**src/rtl/fetch_stage_if.sv**
```systemverilog
// Fetch-stage bundle: controller redirect/hold controls, instruction memory port and IF/ID outputs.
// Purely structural; carries no state and adds no latency.
// No handshake: stall holds the stage, killF flushes IF/ID.
// Optional FETCH_PERF_EN adds the three performance counter outputs.
interface fetch_stage_if #(
  parameter int ADDR_W  = 16,
  parameter int INSTR_W = 16
);

  // Controller -> fetch
  logic              stall;
  logic              killF;
  logic [1:0]        PCSrc;
  logic              PCsrcJType;
  logic [ADDR_W-1:0] branch_target;
  logic [ADDR_W-1:0] for_target;
  logic [ADDR_W-1:0] jump_target;
  logic [ADDR_W-1:0] ret_addr;

  // Instruction memory port (combinational read)
  logic [ADDR_W-1:0]  imem_addr;
  logic [INSTR_W-1:0] imem_data;

  // IF/ID pipeline buffer
  logic [INSTR_W-1:0] IDInstr;
  logic [ADDR_W-1:0]  IDPCplus1;
  logic               IDValid;

`ifdef FETCH_PERF_EN
  logic [15:0] perf_fetched;
  logic [15:0] perf_killed;
  logic [15:0] perf_stalled;
`endif

  // Fetch stage side
  modport slave (
    input  stall, killF, PCSrc, PCsrcJType,
    input  branch_target, for_target, jump_target, ret_addr,
    input  imem_data,
    output imem_addr,
    output IDInstr, IDPCplus1, IDValid
`ifdef FETCH_PERF_EN
    , output perf_fetched, perf_killed, perf_stalled
`endif
  );

  // Controller / memory / environment side
  modport master (
    output stall, killF, PCSrc, PCsrcJType,
    output branch_target, for_target, jump_target, ret_addr,
    output imem_data,
    input  imem_addr,
    input  IDInstr, IDPCplus1, IDValid
`ifdef FETCH_PERF_EN
    , input perf_fetched, perf_killed, perf_stalled
`endif
  );

endinterface

```
**src/rtl/fetch_stage.sv**
```systemverilog
// IF stage: PC register, next-PC select, imem address drive, IF/ID buffer.
// Latency: instruction at PC=A appears on IDInstr one cycle later; imem_addr is combinational from PC.
// Backpressure: stall holds PC and IF/ID; killF (when not stalled) redirects and flushes IF/ID to NOP.
// Optional macro FETCH_PERF_EN adds saturating fetched/killed/stalled cycle counters.
module fetch_stage #(
  parameter int                 ADDR_W    = 16,
  parameter int                 INSTR_W   = 16,
  parameter logic [ADDR_W-1:0]  RESET_PC  = '0,
  parameter logic [INSTR_W-1:0] NOP_INSTR = '0
) (
  input  logic        clk,
  input  logic        reset,
  fetch_stage_if.slave bus
);

  // PCSrc encodings
  localparam logic [1:0] SRC_SEQ    = 2'b00;
  localparam logic [1:0] SRC_BRANCH = 2'b01;
  localparam logic [1:0] SRC_FOR    = 2'b10;
  localparam logic [1:0] SRC_JTYPE  = 2'b11;

  localparam logic [ADDR_W-1:0] ONE = {{(ADDR_W-1){1'b0}}, 1'b1};

  logic [ADDR_W-1:0]  pc_q;
  logic [ADDR_W-1:0]  pc_plus1;
  logic [ADDR_W-1:0]  next_pc;

  logic [INSTR_W-1:0] id_instr_q;
  logic [ADDR_W-1:0]  id_pcplus1_q;
  logic               id_valid_q;

  // Stage activity classes; stall dominates killF.
  logic advance;
  logic do_fetch;
  logic do_kill;

  assign advance  = ~bus.stall;
  assign do_fetch = advance & ~bus.killF;
  assign do_kill  = advance &  bus.killF;

  // Sequential successor; wraps silently from all-ones to zero.
  assign pc_plus1 = pc_q + ONE;

  // Next-PC mux driven by the controller's select lines.
  always_comb begin
    next_pc = pc_plus1;
    unique case (bus.PCSrc)
      SRC_SEQ:    next_pc = pc_plus1;
      SRC_BRANCH: next_pc = bus.branch_target;
      SRC_FOR:    next_pc = bus.for_target;
      SRC_JTYPE:  next_pc = bus.PCsrcJType ? bus.ret_addr : bus.jump_target;
      default:    next_pc = pc_plus1;
    endcase
  end

  // PC register: reset wins, stall holds, otherwise follow next-PC.
  always_ff @(posedge clk) begin
    if (reset) begin
      pc_q <= RESET_PC;
    end else if (advance) begin
      pc_q <= next_pc;
    end
  end

  // IF/ID buffer: capture the fetched word, or inject a bubble on kill.
  // PCSrc != SEQ without killF still captures the fetched word; the
  // controller never issues that combination.
  always_ff @(posedge clk) begin
    if (reset) begin
      id_instr_q   <= NOP_INSTR;
      id_pcplus1_q <= '0;
      id_valid_q   <= 1'b0;
    end else if (do_kill) begin
      id_instr_q   <= NOP_INSTR;
      id_pcplus1_q <= pc_plus1;
      id_valid_q   <= 1'b0;
    end else if (do_fetch) begin
      id_instr_q   <= bus.imem_data;
      id_pcplus1_q <= pc_plus1;
      id_valid_q   <= 1'b1;
    end
  end

  assign bus.imem_addr = pc_q;
  assign bus.IDInstr   = id_instr_q;
  assign bus.IDPCplus1 = id_pcplus1_q;
  assign bus.IDValid   = id_valid_q;

`ifdef FETCH_PERF_EN
  localparam logic [15:0] CNT_MAX = 16'hFFFF;

  logic [15:0] perf_fetched_q;
  logic [15:0] perf_killed_q;
  logic [15:0] perf_stalled_q;

  // Saturating activity counters; reset cycles are not counted.
  always_ff @(posedge clk) begin
    if (reset) begin
      perf_fetched_q <= '0;
      perf_killed_q  <= '0;
      perf_stalled_q <= '0;
    end else begin
      if (do_fetch && (perf_fetched_q != CNT_MAX)) begin
        perf_fetched_q <= perf_fetched_q + 16'd1;
      end
      if (do_kill && (perf_killed_q != CNT_MAX)) begin
        perf_killed_q <= perf_killed_q + 16'd1;
      end
      if (bus.stall && (perf_stalled_q != CNT_MAX)) begin
        perf_stalled_q <= perf_stalled_q + 16'd1;
      end
    end
  end

  assign bus.perf_fetched = perf_fetched_q;
  assign bus.perf_killed  = perf_killed_q;
  assign bus.perf_stalled = perf_stalled_q;
`endif

endmodule

```
**src/flat_wrapper.sv**
```systemverilog
// flat-port wrapper written by rule: the top's interface ports become plain ports
module fetch_stage_flat 
#(
  parameter int                 ADDR_W    = 16,
  parameter int                 INSTR_W   = 16,
  parameter logic [ADDR_W-1:0]  RESET_PC  = '0,
  parameter logic [INSTR_W-1:0] NOP_INSTR = '0
)
  (clk, reset, bus_stall, bus_killF, bus_PCSrc, bus_PCsrcJType, bus_branch_target, bus_for_target, bus_jump_target, bus_ret_addr, bus_imem_data, bus_imem_addr, bus_IDInstr, bus_IDPCplus1, bus_IDValid);
  fetch_stage_if #(.ADDR_W(ADDR_W), .INSTR_W(INSTR_W)) bus_i ();
  input  logic clk;
  input  logic reset;
  input wire logic [$bits(bus_i.stall)-1:0] bus_stall;
  input wire logic [$bits(bus_i.killF)-1:0] bus_killF;
  input wire logic [$bits(bus_i.PCSrc)-1:0] bus_PCSrc;
  input wire logic [$bits(bus_i.PCsrcJType)-1:0] bus_PCsrcJType;
  input wire logic [$bits(bus_i.branch_target)-1:0] bus_branch_target;
  input wire logic [$bits(bus_i.for_target)-1:0] bus_for_target;
  input wire logic [$bits(bus_i.jump_target)-1:0] bus_jump_target;
  input wire logic [$bits(bus_i.ret_addr)-1:0] bus_ret_addr;
  input wire logic [$bits(bus_i.imem_data)-1:0] bus_imem_data;
  output wire logic [$bits(bus_i.imem_addr)-1:0] bus_imem_addr;
  output wire logic [$bits(bus_i.IDInstr)-1:0] bus_IDInstr;
  output wire logic [$bits(bus_i.IDPCplus1)-1:0] bus_IDPCplus1;
  output wire logic [$bits(bus_i.IDValid)-1:0] bus_IDValid;
  assign bus_i.stall = bus_stall;
  assign bus_i.killF = bus_killF;
  assign bus_i.PCSrc = bus_PCSrc;
  assign bus_i.PCsrcJType = bus_PCsrcJType;
  assign bus_i.branch_target = bus_branch_target;
  assign bus_i.for_target = bus_for_target;
  assign bus_i.jump_target = bus_jump_target;
  assign bus_i.ret_addr = bus_ret_addr;
  assign bus_i.imem_data = bus_imem_data;
  assign bus_imem_addr = bus_i.imem_addr;
  assign bus_IDInstr = bus_i.IDInstr;
  assign bus_IDPCplus1 = bus_i.IDPCplus1;
  assign bus_IDValid = bus_i.IDValid;
  fetch_stage #(.ADDR_W(ADDR_W), .INSTR_W(INSTR_W), .RESET_PC(RESET_PC), .NOP_INSTR(NOP_INSTR)) u_core (.clk(clk), .reset(reset), .bus(bus_i));
endmodule
```
**config.mk**
```make
export PLATFORM = sky130hd
export DESIGN_NAME = fetch_stage_flat
export DESIGN_NICKNAME = d
export VERILOG_FILES = /design/src/rtl/fetch_stage_if.sv /design/src/rtl/fetch_stage.sv /design/src/flat_wrapper.sv
export SDC_FILE = /design/constraint.sdc
export NUM_CORES = 1
export LEC_CHECK = 0
export CORE_UTILIZATION = 37
export DETAILED_ROUTE_END_ITERATION = 16
export PLACE_DENSITY = 0.75
export SETUP_SLACK_MARGIN = 0.15
export SYNTH_ARGS = -nofsm -noshare
export SYNTH_HDL_FRONTEND = slang
export SYNTH_SLANG_ARGS = --single-unit
export TNS_END_PERCENT = 10
```
**constraint.sdc**
```tcl
create_clock -name clk -period 1.99 [get_ports clk]
set_clock_uncertainty 0.2 [all_clocks]
set_input_delay 0.199 -clock clk [delete_from_list [all_inputs] [get_ports clk]]
set_output_delay 0.199 -clock clk [all_outputs]
set_load 0.01 [all_outputs]
```
==> flow_summary.json <==
{
  "hold_start": "bus_imem_data[10]",
  "relSlewSlack_pct": 72.0,
  "finalNetCount": 570,
  "clock-sinks": 49,
  "min_path_cells": 3,
  "drcViolationCount": 0,
  "reg2reg_slack_ps": 170,
  "synth_cell_types": 53,
  "track_usage_pct": 22.7,
  "place_area_mm2": 0.00442,
  "clkTransAtPathRegs_ps": 90,
  "crit_family": "buffers and inverters",
  "dp_hpwl_um": 6950,
  "period_share_pct": 93.3,
  "critPathSlowestCell": "clkdlybuf4s50_1",
  "r2r-end": "u_core.bus.IDPCplus1[15]",
  "n_antenna_cell": 0,
  "grt_antenna_before_repair": 0,
  "start_util_pct": 38.2,
  "worstReg2RegStart": "u_core.bus.imem_addr[8]",
  "drt_iter0_drc": 189,
  "syn_area_mm2": 0.00275,
  "grt_pass1_wl_um": 13800,
  "cts.path.max_buffers": 2,
  "grt_pass1_vias": 2879,
  "vias_per_cell": 5.25,
  "num_rows": 31,
  "worstSetupPathType": "reg2out",
  "yosysSeqAreaShare_pct": 35.6,
  "portBuffers": 135,
  "drv_cap": 0,
  "fin_crit_ps": 1860,
  "worstPathCellList": "clkdlybuf4s50_1",
  "drive_gt1_share_pct": 15.1,
  "antenna_left": 0,
  "ys.flop_type": "dfxtp_1",
  "crit_buf_inv": 1,
  "finalWirelength_um": 9050,
  "timing.final.ws_setup_ps": 134,
  "rsz0062_at_grt": "true",
  "cts_setup_buffers": 0,
  "synth_warnings": 0,
  "synth_top_area_share_pct": 35.6,
  "synthTopCellsByArea": "dfxtp_1 (36%), a21oi_1 (7.5%), nand2_1 (7.1%), a211oi_1 (3.3%), xnor2_1 (2.9%)",
  "place_ws_ps": -160,
  "critPathLaunchType": "flop",
  "endpoint_kind": "output pin",
  "synthCells": 333,
  "postLayoutCellArea_mm2": 0.00453,
  "finalSetupViolCount": 0,
  "fp.dieArea_mm2": 0.00779,
  "max_stage_delay_ps": 610,
  "min_path_type": "in2reg",
  "io_pins": 136,
  "hold_viol": 0,
  "totalPowerFinal_mw": 2.35,
  "insertion_delay_ps": 300,
  "die_w_um": 88.3,
  "syn_to_final_growth_pct": 64.6,
  "worstMarginPinSlew_ps": 417,
  "required_ps": 1590,
  "syn_avg_cell_area_um2": 8.27,
  "drv_slew": 0,
  "wl_per_cell_um": 15.6,
  "numCtsBuffers": 5,
  "overflow": 0,
  "synth_edf_count": 0,
  "vias": 3049,
  "worst-path-max-fanout": 7,
  "ff2ff_path_depth": 5,
  "min_to": "u_core.bus.IDInstr[10]",
  "cts.root.buffer_cell": "clkbuf_8",
  "synthesis.nets": 421,
  "cts_tree": "yes",
  "core_region_area_mm2": 0.00721,
  "synthArstFlopShare_pct": 0,
  "grt_max_degree": 42,
  "die-height_um": 88.3,
  "power.density_mw_per_mm2": 519,
  "status": "completed",
  "power.leakage_nw": 1.64,
  "first_pass_iters": 5,
  "yosysTopAreaCell": "dfxtp_1",
  "cp.arrival_ps": 1460,
  "htree_levels": 2,
  "gp_congestion": 0.876,
  "ys_ff_latch": 49,
  "fmax_mhz": 539,
  "vdd_ir_drop_max_uv": 370
}
-- cell type report --
cell class | count | area [um2]
well taps | 99 | 124
fillers | 665 | 2680
clock buffers | 6 | 72.6
multi-input cells | 247 | 1650
clock inverters | 1 | 5.00
flip-flops and latches | 49 | 991
repair buffers | 171 | 1660
inverters | 8 | 30.0
-- stage by stage --
| stage | std cells | hold slack (ps) | utilization, % | TNS [ps] |
|---|---|---|---|---|
| 2_1_floorplan | 333 | 135 | - | 0 |
| 3_3_place_gp | 574 | 237 | 61.3 | -724 |
| 3_5_place_dp | 574 | 249 | 61.3 | -1290 |
| 4_1_cts | 581 | 237 | 62.4 | 0 |
| 5_1_grt | 581 | 247 | 62.8 | 0 |
| 6_report | 581 | 250 | 62.8 | 0 |
-- per-layer routing --
layer	share of wire (%)	vias up	global-route usage, %
li1	-	1503	-
met1	43	1438	28.5
met2	51	100	40.6
met3	5.4	8	3.82
met4	0.77	0	5.28
met5	0	-	0
-- synth_stat cells (3+ instances only) --
cell      number
nor3_1         7
inv_1          8
o31ai_1        4
nand3_1        7
a211oi_1      12
nor2_1        20
xnor2_1        9
clkbuf_1      15
o221ai_1       4
a21oi_1       41
a211oi_2       4
or3_1          4
buf_2          8
buf_1          3
dfxtp_1       49
mux2_2         4
and4_1         3
mux4_2         3
nand4_1        3
nor2b_1        5
o21ai_0        8
o22ai_1        5
xor2_1         3
mux2i_1        6
o21a_1         3
o221a_1        3
nor4_1         4
nand2_1       52
or3b_2         3
-- cell families (layout without fill, tap and decap cells) --
kind of cell | count (synthesis) | after routing | synth area share, %
and+or+nand+nor | 122 | 122 | 23.4
AOI/OAI and AO/OA | 97 | 97 | 23.7
DFF | 49 | 49 | 35.6
buffers and inverters | 37 | 186 | 5.95
muxes | 15 | 15 | 7.09
xor gates and xnor gates | 12 | 12 | 3.82
adders and majority gates | 1 | 1 | 0.454
-- registers in the layout (all words and copies together) (netlist names) --
name and flops:
u_core.bus.IDInstr 16, u_core.bus.IDPCplus1 16, u_core.bus.imem_addr 16, u_core.bus.IDValid 1
-- power by group --
group	internal [mW]	switching, mW	leakage (nW)
combinational	0.420	0.282	1.20
clock	0.240	0.316	0.0410
sequential	1.04	0.0539	0.405
total	1.70	0.651	1.64
-- worst max path at each step --
stage	startpoint	to	cells after the start
4_1_cts	u_core.bus.imem_addr[9]	u_core.bus.IDPCplus1[15]	4
3_5_place_dp	bus_PCsrcJType	u_core.bus.imem_addr[8]	7
5_1_grt	u_core.bus.imem_addr[0]	u_core.bus.imem_addr[10]	6
6_report	u_core.bus.imem_addr[9]	bus_imem_addr[9]	1
2_1_floorplan	u_core.bus.imem_addr[0]	u_core.bus.IDPCplus1[10]	5
3_3_place_gp	bus_PCsrcJType	u_core.bus.imem_addr[2]	4
-- cells in the final DEF (no fill, tap or decap), types with 4 or more instances in the layout --
master and count:
o221ai_1 4, mux2_2 4, a211oi_2 4, or3_1 4, nand3_1 7, inv_1 8
a21oi_1 41, dfxtp_1 45, mux2i_1 6, clkdlybuf4s50_1 135, nor3_1 7, nor2_1 20
o31ai_1 4, clkbuf_8 5, a211oi_1 12, nand2_1 51, o22ai_1 5, buf_4 32
o21ai_0 8, nor2b_1 5, xnor2_1 9
-- repair_timing --
action	in CTS	in global routing
hold buffers	0	0
endpoints found under the setup margin	3	16
pin swaps	0	0
gates cloned	0	0
resized for setup	1	6
(Power assumes the default switching activity.)
